$ cat config.mk
export PLATFORM = sky130hd
export DESIGN_NAME = mux_rr_sched
export DESIGN_NICKNAME = d
export VERILOG_FILES = /design/src/rtl/mux_sched_pkg.sv /design/src/rtl/rr_pick.sv /design/src/rtl/mux_rr_sched.sv
export SDC_FILE = /design/constraint.sdc
export NUM_CORES = 1
export LEC_CHECK = 0
export ABC_AREA = 1
export CAP_MARGIN = 15
export CORE_AREA = 2 2 65 67
export CTS_BUF_LIST = sky130_fd_sc_hd__clkbuf_16
export DETAILED_ROUTE_END_ITERATION = 8
export DIE_AREA = 0 0 67 69
export PLACE_DENSITY = 0.63
export SLEW_MARGIN = 0
export SYNTH_ARGS = -nofsm -noshare
export SYNTH_HDL_FRONTEND = slang
export SYNTH_SLANG_ARGS = --single-unit
$ cat constraint.sdc
create_clock -name clk -period 2.1 [get_ports clk]
set_clock_uncertainty 0.15 [all_clocks]
set_input_delay 0.315 -clock clk [delete_from_list [all_inputs] [get_ports clk]]
set_output_delay 0.315 -clock clk [all_outputs]
set_load 0.01 [all_outputs]
$ cat src/rtl/mux_sched_pkg.sv
// Shared constants and the FSM state type for the round-robin mux scheduler.
package mux_sched_pkg;

    localparam int NCH          = 8;
    localparam int SELW         = 3;
    localparam int MAX_HOLD_DEF = 16;

    typedef enum logic {
        IDLE = 1'b0,
        BUSY = 1'b1
    } state_t;

endpackage

$ cat src/rtl/rr_pick.sv
// Rotating-priority search: first set req bit at or after ptr, searching upward mod NCH.
module rr_pick
    import mux_sched_pkg::*;
(
    input  logic [NCH-1:0]  req,
    input  logic [SELW-1:0] ptr,
    output logic            any,
    output logic [SELW-1:0] idx
);

    logic [SELW-1:0] w_cand;

    // NOTE: every output of a combinational block gets a default first so no latch is inferred.
    always_comb begin
        any    = 1'b0;
        idx    = '0;
        w_cand = '0;
        // Walk from the farthest offset down so the closest match to ptr is written last.
        for (int k = NCH - 1; k >= 0; k--) begin
            w_cand = ptr + SELW'(k);
            if (req[w_cand]) begin
                any = 1'b1;
                idx = w_cand;
            end
        end
    end

endmodule

$ cat src/rtl/mux_rr_sched.sv
// Round-robin arbiter driving an 8:1 registered mux; optional hold timeout under MUX_SCHED_TIMEOUT_EN.
module mux_rr_sched
    import mux_sched_pkg::*;
#(
    parameter int NCH_P    = NCH,
    parameter int MAX_HOLD = MAX_HOLD_DEF
) (
    input  logic              clk,
    input  logic              rst,
    input  logic [NCH_P-1:0]  req,
    input  logic              done,
    input  logic [NCH_P-1:0]  d,
    output logic [NCH_P-1:0]  gnt,
    output logic [SELW-1:0]   sel,
    output logic              valid,
    output logic              y,
    output logic              timeout
);

    if (NCH_P != NCH) begin : g_bad_nch
        $error("mux_rr_sched supports only NCH=8");
    end
    if (MAX_HOLD < 2 || MAX_HOLD > 255) begin : g_bad_hold
        $error("mux_rr_sched MAX_HOLD must be within 2..255");
    end

    state_t            r_state;
    logic [NCH-1:0]    r_gnt;
    logic [SELW-1:0]   r_sel;
    logic [SELW-1:0]   r_ptr;
    logic              r_valid;
    logic              r_y;

    logic              w_any;
    logic [SELW-1:0]   w_idx;
    logic              w_norm_rel;
    logic              w_force_rel;
    logic              w_release;

    rr_pick u_pick (
        .req (req),
        .ptr (r_ptr),
        .any (w_any),
        .idx (w_idx)
    );

    assign w_norm_rel = done || !req[r_sel];
    assign w_release  = w_norm_rel || w_force_rel;

`ifdef MUX_SCHED_TIMEOUT_EN
    logic [7:0] r_hold_cnt;
    logic       r_timeout;

    assign w_force_rel = (r_hold_cnt == 8'(MAX_HOLD));
    assign timeout     = r_timeout;

    always_ff @(posedge clk) begin
        if (rst) begin
            r_hold_cnt <= '0;
            r_timeout  <= 1'b0;
        end else begin
            r_timeout <= 1'b0;
            if (r_state == IDLE) begin
                if (w_any) r_hold_cnt <= 8'd1;
            end else if (w_release) begin
                r_hold_cnt <= '0;
                // A coincident done or request drop is a normal release, not a timeout.
                r_timeout  <= !w_norm_rel;
            end else begin
                r_hold_cnt <= r_hold_cnt + 8'd1;
            end
        end
    end
`else
    assign w_force_rel = 1'b0;
    assign timeout     = 1'b0;
`endif

    // NOTE: sequential state uses non-blocking assignments so every register samples pre-edge values.
    always_ff @(posedge clk) begin
        if (rst) begin
            r_state <= IDLE;
            r_gnt   <= '0;
            r_sel   <= '0;
            r_ptr   <= '0;
            r_valid <= 1'b0;
            r_y     <= 1'b0;
        end else begin
            r_y <= (r_state == BUSY && !w_release) ? d[r_sel] : 1'b0;
            case (r_state)
                IDLE: begin
                    if (w_any) begin
                        r_gnt   <= {{(NCH-1){1'b0}}, 1'b1} << w_idx;
                        r_sel   <= w_idx;
                        r_valid <= 1'b1;
                        r_state <= BUSY;
                    end
                end
                BUSY: begin
                    if (w_release) begin
                        r_gnt   <= '0;
                        r_valid <= 1'b0;
                        r_ptr   <= r_sel + SELW'(1);
                        r_state <= IDLE;
                    end
                end
                default: r_state <= IDLE;
            endcase
        end
    end

    assign gnt   = r_gnt;
    assign sel   = r_sel;
    assign valid = r_valid;
    assign y     = r_y;

endmodule

After elaboration in Yosys (flattened, before gate mapping). Cells that the tools add are included.

Logic and storage cells: 81. Output and inout bits: 14. Bits of input ports: 19. Register bits: 17.

Reductions and logical operators: 8. Add/subtract/negate cells: 8. Shift-type cells: 1. Bitwise operators: 2. Equal/unequal tests: 2. Multiplexer cells: 45. Order comparisons: 9.

Operators by type and width (count): $lt 3x4->1 const B (9); $bmux 1 s3 (10); $mux 3 (8); $mux 1 (22); $mux 8 (2); $pmux 8 s2 (1); $add 3x3->3 const B (4); $shl 1x3->8 const A (1); $add 3x1->3 const B (2); $add 3x2->3 const B (2); $reduce_and 2->1 (3); $ne 2x1->1 const B (2); $pmux 1 s2 (2); $logic_not 1->1 (2); $not 1->1 (2); $reduce_or 2->1 (1); $logic_and 1x1->1 (1); $logic_or 1x1->1 (1).

Logic depth before layout (Yosys ltp). Gate-level depths: netlist (run 1).

Depth in word-level cells: 14. Depth in mapped cells: 20. Depth with buffers taken out: 19.

Cells and area by module. From an unflattened synthesis (run 1), not the netlist that was laid out.

Cell total of the unflattened synthesis: 245. Area total of the unflattened synthesis: 1687.9 µm².

Modules (own cells, without submodules): mux_rr_sched (cells an instance 123, instances 1, sequential area each 340.3 µm², area an instance 948.4 µm²); rr_pick (cells an instance 122, instances 1, sequential area each 0.0 µm², area an instance 739.5 µm²).

Least setup slack after synthesis (run 1). Ideal clock, no wire load.

Path kind: flip-flop to flip-flop. Start point: register r_ptr[0]. End point: register r_sel[1] (netlist: sel[1]). Buffers on the path: 1. Data required time: 1835 ps. Arrival time: 1993 ps. Path slack: -159 ps. Cell stages (with the launch flop): 18. Period minus slack after synthesis: 2259 ps. Cell sequence: dfxtp_1 > inv_2 > buf_6 > ha_1 > inv_2 > nand3_1 > nand3_1 > nand2_1 > a21oi_1 > nand2_1 > nand2_1 > nand2_1 > nand2_1 > nand2_1 > nand2_2 > nand2_2 > o21ai_0 > inv_1.

Cells in the longest elaborated chain, start to end: 12. Elaborated cells between the ends (all ways): 40. Those cells by class: add/sub (7); mux (32); reduce/logical (1).

Ends and longest elaborated chain: start: declaration (line mux_rr_sched.sv:30) `logic [SELW-1:0] r_ptr;`; start signal: assignment (line mux_rr_sched.sv:103) `r_ptr <= r_sel + SELW'(1);`; $add 3x3->3 (line rr_pick.sv:20) `w_cand = ptr + SELW'(k);`; $bmux 1 s3 (line rr_pick.sv:21) `if (req[w_cand]) begin`; $mux 1 (implied by the code) (line rr_pick.sv:21); $mux 1 (8 in series) (line rr_pick.sv:21); $reduce_and 2->1 (no source line); end signal: assignment (line mux_rr_sched.sv:94) `r_sel <= w_idx;`; end: declaration (line mux_rr_sched.sv:29) `logic [SELW-1:0] r_sel;`.

Several ways; a longest one is shown, not always the timed one. The select of a mux whose other input is x is not followed. A chain may end at the register's enable or synchronous reset.

Worst setup path in the final report (run 1).
Start point: register r_ptr[0]. End point: register r_gnt[7] (netlist: gnt[7]).

Cells in the longest elaborated chain, start to end: 14. Elaborated cells between the ends (all ways): 44. Those cells by class: add/sub (7); eq/ne (1); shift (1); mux (34); reduce/logical (1).

Ends and longest elaborated chain: $add 3x3->3 (line rr_pick.sv:20); $bmux 1 s3 (line rr_pick.sv:21); $mux 1 (implied by the code) (line rr_pick.sv:21); $mux 3 (8 in series) (line rr_pick.sv:21); $shl 1x3->8 (line mux_rr_sched.sv:93) `r_gnt <= {{(NCH-1){1'b0}}, 1'b1} << w_idx;`; $mux 8 (line mux_rr_sched.sv:92) `if (w_any) begin`; $pmux 8 s2 (line mux_rr_sched.sv:90) `case (r_state)`; end signal: assignment (line mux_rr_sched.sv:93); end: declaration (line mux_rr_sched.sv:28) `logic [NCH-1:0] r_gnt;`.

Several ways; a longest one is shown, not always the timed one. The select of a mux whose other input is x is not followed.

==> results of run 1 <==
[critical path: cells and delay by family (launching register included)]
family | cells | cell delay [ns]
buffers and inverters | 3 | 0.36
AOI/OAI and AO/OA | 1 | 0.15
and+or+nand+nor | 13 | 1.15
DFF | 1 | 0.33
[power groups by stage]
| stage | Combinational [mW] | Sequential [mW] | Clock, mW |
|---|---|---|---|
| after floorplan | 1.09 | 0.468 | 0 |
| after global placement | 1.61 | 0.469 | 0 |
| after detailed placement | 1.62 | 0.470 | 0 |
| after CTS | 1.78 | 0.465 | 0.394 |
| after global routing | 2.16 | 0.477 | 0.402 |
| final | 1.95 | 0.464 | 0.388 |
[logic make-up after synthesis]
| group | Yosys count |
|---|---|
| other | 1 |
| AOI/OAI and AO/OA | 42 |
| xor gates and xnor gates | 3 |
| DFF | 17 |
| adders and majority gates | 3 |
| buffers and inverters | 37 |
| and+or+nand+nor | 146 |
[layout by cell type, fill, tap and decap left out, drive strengths merged]
master | synthesis | layout
clkinv | 1 | 2
o21ai | 15 | 15
xor2 | 2 | 2
o211ai | 1 | 1
o2111ai | 1 | 1
nand4 | 2 | 2
clkdlybuf4s50 | 0 | 31
clkbuf | 1 | 3
buf | 6 | 34
nand2 | 77 | 77
conb | 1 | 1
o221ai | 2 | 2
nand3b | 1 | 1
inv | 29 | 29
dfxtp | 17 | 17
nand3 | 43 | 43
nor2 | 22 | 22
ha | 3 | 3
a21oi | 21 | 21
o22ai | 2 | 2
nor3 | 1 | 1
xnor2 | 1 | 1
[sequential cells by signal, indices dropped and copies added (netlist names)]
signal and count:
gnt 8, sel 3, r_state 1, y 1, valid 1, r_ptr 3
[layer usage]
layer	track usage	wire length (um)
met1	0.269	2170
met2	0.333	2230
met3	0.00979	109
met4	0.0612	58
met5	0	0
[worst max-delay path by stage]
stage          endpoint  cells after the start
2_1_floorplan    gnt[4]                     15
4_1_cts          gnt[4]                     14
6_report         gnt[7]                     17
3_5_place_dp     gnt[4]                     13
5_1_grt          gnt[1]                     17
3_3_place_gp     gnt[4]                     13
[final cells by class]
type | instances | area share
Multi-Input combinational cell | 195 | 0.508
Timing Repair Buffer | 65 | 0.237
Sequential cell | 17 | 0.145
Inverter | 30 | 0.0504
Clock buffer | 3 | 0.0315
Tap cell | 50 | 0.0262
Clock inverter | 1 | 0.00210
[repair_timing]
action	CTS	global route
setup buffers	5	1
resized for setup	21	24
pin swaps	12	15
endpoints found under the setup margin	13	13
==> flow_summary_export.csv, run 1 <==
group,metric,value,unit
setup_path,worstSetupEndpointType,"register",
clock_tree,htreeDepth,1,
synth,synthAdderAreaFrac,0.0249,
sta,drv_slew,0,
setup_path,reg2reg_to,"gnt[7]",
synth,synth_seq_cells,17,
synth,synthMuxAreaShare,0,
setup_path,rrSetupSlack,-0.12,ns
clock_tree,clock-sinks,17,
setup_path,worst-endpoint-required,2.14,ns
synth,synth_edf_count,0,
synth,synth_compound_area_frac,0.155,
die,fp.dieArea,0.00462,mm2
place,place.gp.congestion,0.920,
run_status,outcome,"complete, but fails checks",
layout,multiInputGateArea,0.00121,mm2
pwr,cell_internal_pwr,1.48,mW
die,core_area,0.00391,mm2
synth,yosysWarnings,0,
setup_path,start_kind,"register",
synth,ys_async_sr_fraction,0,
pwr,switching_power,1.33,mW
worst_hold_path,holdPathStages,2,
place,place_area,0.00206,mm2
pwr,p_seq_frac,0.165,
synth,synth-xor-area-share,0.0175,
layout,layout.nets,334,
setup_path,startpoint,"r_ptr[0]",
worst_hold_path,min_from,"valid",
layout,areaGrowthSynthToFinish,58.4,%
route,drtIter0Drc,64,
synth,synth_top_family_by_area,"simple AND/OR/NAND/NOR gates",
route,num_vias,1769,
sta,setup_violations,10,
pwr,combPwrFrac,0.696,
sta,grt_setup_unrepaired,"true",
die,rows,23,
layout,diodes,0,
global_route,globalRouteTotalUtil,0.199,
global_route,antenna_found_initial,0,
sta,fin_ws,-0.119,ns
die,start_util,0.385,
die,die_width,67,um
route,vias_per_cell,4.90,
pwr,p_leak,1.10,nW
clock_tree,clk_latency,0.25,ns
layout,regArea,345,um2
setup_path,crit_fanout,8,
sta,finalHoldViolCount,0,
synth,synth.avg_cell_area,6.04,um2
setup_path,r2r_cells,17,
synth,syn-num-nets,271,
sta,fin_crit,2.22,ns
die,die_height,69,um
synth,netlist_area,0.00151,mm2
synth,synth_flop_cell,"dfxtp_1",
synth,yosys-top-cells-count,"66 x nand2_1, 37 x nand3_1, 19 x a21oi_1, 19 x inv_1, 18 x nor2_1",
synth,yosysSeqAreaShare,0.226,
layout,fill_cells,392,
clock_tree,cts_max_path_buffers,2,
clock_tree,cts_made_buffers,3,
global_route,grt_pass1_vias,1658,
global_route,grt_pass1_wl,7390,um
synth,ys_top_cells_by_area,"dfxtp_1 23%, nand2_1 16%, nand3_1 12%",
route,dr.pass1.iters,4,
pwr,total_power,2.80,mW
place,placed_cells,351,
synth,post-synth-top-area-cell,"dfxtp_1",
setup_path,cp_data_arrival_time,2.26,ns
setup_path,cp_common_cell,"nand2_1",
flow_run,cap_viol_max_count,0,
synth,synth_most_common_cell,"nand2_1",
pwr,cellPowerDensity,1180,mW/mm2
synth,yosys.area_share.simple,0.461,
place,portBuffers,31,
sta,fin_hold_ws,0.313,ns
layout,design_area,0.00238,mm2
setup_path,critPathKind,"register to register",
clock_tree,hold_buffers,0,
global_route,grt-ovfl-total,0,
setup_path,cp_slowest_cell,"dfxtp_2",
synth,syn_inst,249,
worst_hold_path,hold_class,"register to register",
clock_tree,cts_tree,"built",
run_status,failed_checks,"setup timing",
clock_tree,cts_root_buf,"clkbuf_16",
synth,yosysTopAreaCellShare,0.226,
route,drcViolationCount,0,
setup_path,max_stage_delay,0.33,ns
die,ios,33,
synth,netlist-cell-type-count,30,
layout,final_cells,361,
route,routedWlPerCell,12.6,um
layout,drive_gt1_frac,0.350,
route,drt_wl_total,4560,um
sta,finalCritPeriodShare,1.06,
setup_path,r2r-start,"r_ptr[0]",
place,dp_hpwl,3380,um
worst_hold_path,hold_path_end,"valid",
setup_path,path_cells,"buf_4 -> buf_4 -> nand2_1 -> nand3_1 -> nand3_2 -> nand2_2 -> inv_2 -> nand3_1 -> nand2_1 -> nand2_1 -> nand2_1 -> nand2_1 -> nand2_1 -> nand2_2 -> nand2_2 -> nand3_1 -> a21oi_1",
sta,fin_setup_tns,-0.870,ns
pwr,clockPowerShare,0.138,
pwr,vdd_drop_max,0.669,mV
global_route,grt_max_degree,12,
route,ant_nets,0,
layout,finish.utilization,0.609,
sta,max_freq,451,MHz
place,place_ws,-0.335,ns
clock_tree,cts.clk_slew.worst_paths,0.05,ns
pwr,p_sw_frac,0.474,
Note: power is estimated with default switching activity, not from simulation.
==> run 2, diff against run 1 <==
- CORE_AREA: 2 2 65 67 -> 10 10 73 75
- DIE_AREA: 0 0 67 69 -> 0 0 83 85
- PLACE_DENSITY: 0.63 -> not set
- PLACE_DENSITY_LB_ADDON: not set -> 0.1
==> run 2 against run 1 <==
Net effect:
- the flow still finishes with violations (setup timing)
- count of clock-buffer cells in the layout stayed put
- critical path depth is 3 lower
- critical endpoint is now gnt[4]
- die area is 53% higher
- combinational power is 5% lower
- register-to-register slack worse by 0.02 ns
- sequential cell count stayed put
- design area is 2.7% lower
- clock power is 2% lower
- largest power group unchanged
==> flow_summary_export.csv, run 2 (synthesis results as in run 1) <==
group,metric,value,unit
run_status,outcome,"complete, but fails checks",
run_status,failed_checks,"setup timing",
die,core_area,0.00391,mm2
clock_tree,cts_root_buf,"clkbuf_16",
setup_path,path_cells,"inv_2 -> ha_4 -> inv_6 -> nand3_4 -> nand3_2 -> nand2_2 -> inv_2 -> nand3b_1 -> nor2_2 -> nor2_4 -> nand2_1 -> a21oi_2 -> nand4_1 -> a21oi_2",
die,die_height,85,um
clock_tree,cts_tree,"built",
sta,finalCritPeriodShare,1.07,
pwr,switching_power,1.28,mW
setup_path,cp_data_arrival_time,2.28,ns
place,portBuffers,31,
setup_path,worstSetupEndpointType,"register",
route,drcViolationCount,0,
setup_path,path_buf_inv,3,
pwr,p_leak,1.05,nW
clock_tree,cts.clk_slew.worst_paths,0.05,ns
route,drt_wl_total,4770,um
place,dp_hpwl,3690,um
layout,design_area,0.00232,mm2
sta,fin_crit,2.24,ns
setup_path,critPathKind,"register to register",
layout,final_cell_mix,"62 x nand2_1, 31 x clkdlybuf4s50_1, 27 x buf_4",
setup_path,r2r-start,"r_ptr[0]",
sta,fin_ws,-0.143,ns
sta,finalHoldViolCount,0,
layout,diodes,0,
flow_run,cap_viol_max_count,0,
route,dr.pass1.iters,4,
layout,fill_cells,362,
route,num_vias,1800,
setup_path,worst-endpoint-required,2.14,ns
die,die_width,83,um
layout,largest_register_ffs,8,
place,placed_cells,349,
layout,final_cells,354,
worst_hold_path,hold_path_end,"gnt[3]",
place,place_ws,-0.318,ns
sta,setup_violations,10,
global_route,antenna_found_initial,0,
setup_path,r2r_cells,14,
global_route,grt_pass1_vias,1740,
global_route,grt_pass1_wl,8210,um
setup_path,reg2reg_to,"gnt[4]",
pwr,cell_internal_pwr,1.41,mW
pwr,clockPowerShare,0.142,
route,drtIter0Drc,152,
layout,drive_gt1_frac,0.299,
worst_hold_path,hold_class,"register to register",
layout,layout.nets,327,
pwr,p_seq_frac,0.171,
place,place.gp.congestion,0.889,
global_route,grt_max_degree,12,
route,routedWlPerCell,13.5,um
sta,drv_slew,0,
die,start_util,0.385,
sta,grt_setup_unrepaired,"true",
die,ios,33,
setup_path,rrSetupSlack,-0.14,ns
place,place_area,0.00205,mm2
pwr,p_sw_frac,0.476,
die,fp.dieArea,0.00706,mm2
clock_tree,cts_made_buffers,3,
sta,max_freq,446,MHz
clock_tree,clock-sinks,17,
setup_path,path_delay_family,"simple AND/OR/NAND/NOR gates",
clock_tree,htreeDepth,1,
clock_tree,hold_buffers,0,
route,ant_nets,0,
setup_path,cp_slowest_cell,"dfxtp_4",
sta,fin_setup_tns,-1.08,ns
layout,areaGrowthSynthToFinish,54.1,%
setup_path,max_stage_delay,0.36,ns
worst_hold_path,min_from,"gnt[3]",
pwr,combPwrFrac,0.687,
global_route,grt-ovfl-total,0,
clock_tree,cts_max_path_buffers,2,
pwr,vdd_drop_max,0.595,mV
worst_hold_path,holdPathStages,2,
setup_path,crit_fanout,6,
global_route,globalRouteTotalUtil,0.133,
die,rows,23,
pwr,cellPowerDensity,1160,mW/mm2
layout,layout_commonest_cell,"nand2_1",
setup_path,start_kind,"register",
clock_tree,clk_latency,0.25,ns
route,vias_per_cell,5.08,
run 2: metal layers:
metal / vias to the layer above / wire length (um) / GRT usage
met3: 11 / 245 / 0.0268
met5: - / 0 / 0
met4: 0 / 104 / 0.0650
li1: 932 / - / -
met1: 800 / 2060 / 0.157
met2: 57 / 2370 / 0.225
run 2: how the worst max path moves through the flow:
| stage | start | to | slack (ns) | cells after the start |
|---|---|---|---|---|
| 2_1_floorplan | r_ptr[1] | gnt[4] | -0.001 | 15 |
| 3_3_place_gp | req[2] | gnt[4] | -0.32 | 13 |
| 3_5_place_dp | req[2] | gnt[4] | -0.32 | 13 |
| 4_1_cts | r_ptr[0] | gnt[4] | -0.16 | 14 |
| 5_1_grt | r_ptr[0] | gnt[0] | -0.27 | 15 |
| 6_report | r_ptr[0] | gnt[4] | -0.14 | 14 |
run 2: through the flow:
| step | power, mW | hold WS, ns | utilization |
|---|---|---|---|
| 5_1_grt | 2.95 | 0.336 | 0.593 |
| 3_5_place_dp | 2.08 | 0.309 | 0.523 |
| 6_report | 2.69 | 0.316 | 0.593 |
| 3_3_place_gp | 2.08 | 0.307 | 0.523 |
| 4_1_cts | 2.60 | 0.314 | 0.575 |
| 2_1_floorplan | 1.56 | 0.244 | - |
run 2: worst min-delay path, stage by stage, from the launching register on:
cell and delay (ns):
dfxtp_1 0.30, nand2_1 0.06, a21oi_1 0.06
run 2: cell type report:
cell class | count | area [um2] | share of cell area
clock buffers | 3 | 75.1 | 0.0324
clock inverters | 1 | 5.00 | 0.00216
inverters | 30 | 120 | 0.0518
multi-input cells | 195 | 1200 | 0.516
flip-flops and latches | 17 | 348 | 0.150
well taps | 50 | 62.6 | 0.0270
repair buffers | 58 | 513 | 0.221
run 2: timing repair:
item / 4_1_cts / 5_1_grt
endpoints found under the setup margin: 13 / 13
resized for setup: 22 / 16
cloned: 0 / 0
pin swaps: 10 / 6
setup buffers: 1 / 0
run 2: power by group through the flow:
stage	clock [mW]	combinational (mW)	sequential (mW)
after floorplan	0	1.09	0.468
after global placement	0	1.62	0.465
after detailed placement	0	1.61	0.464
final	0.380	1.85	0.461
after CTS	0.391	1.75	0.460
after global routing	0.408	2.07	0.473
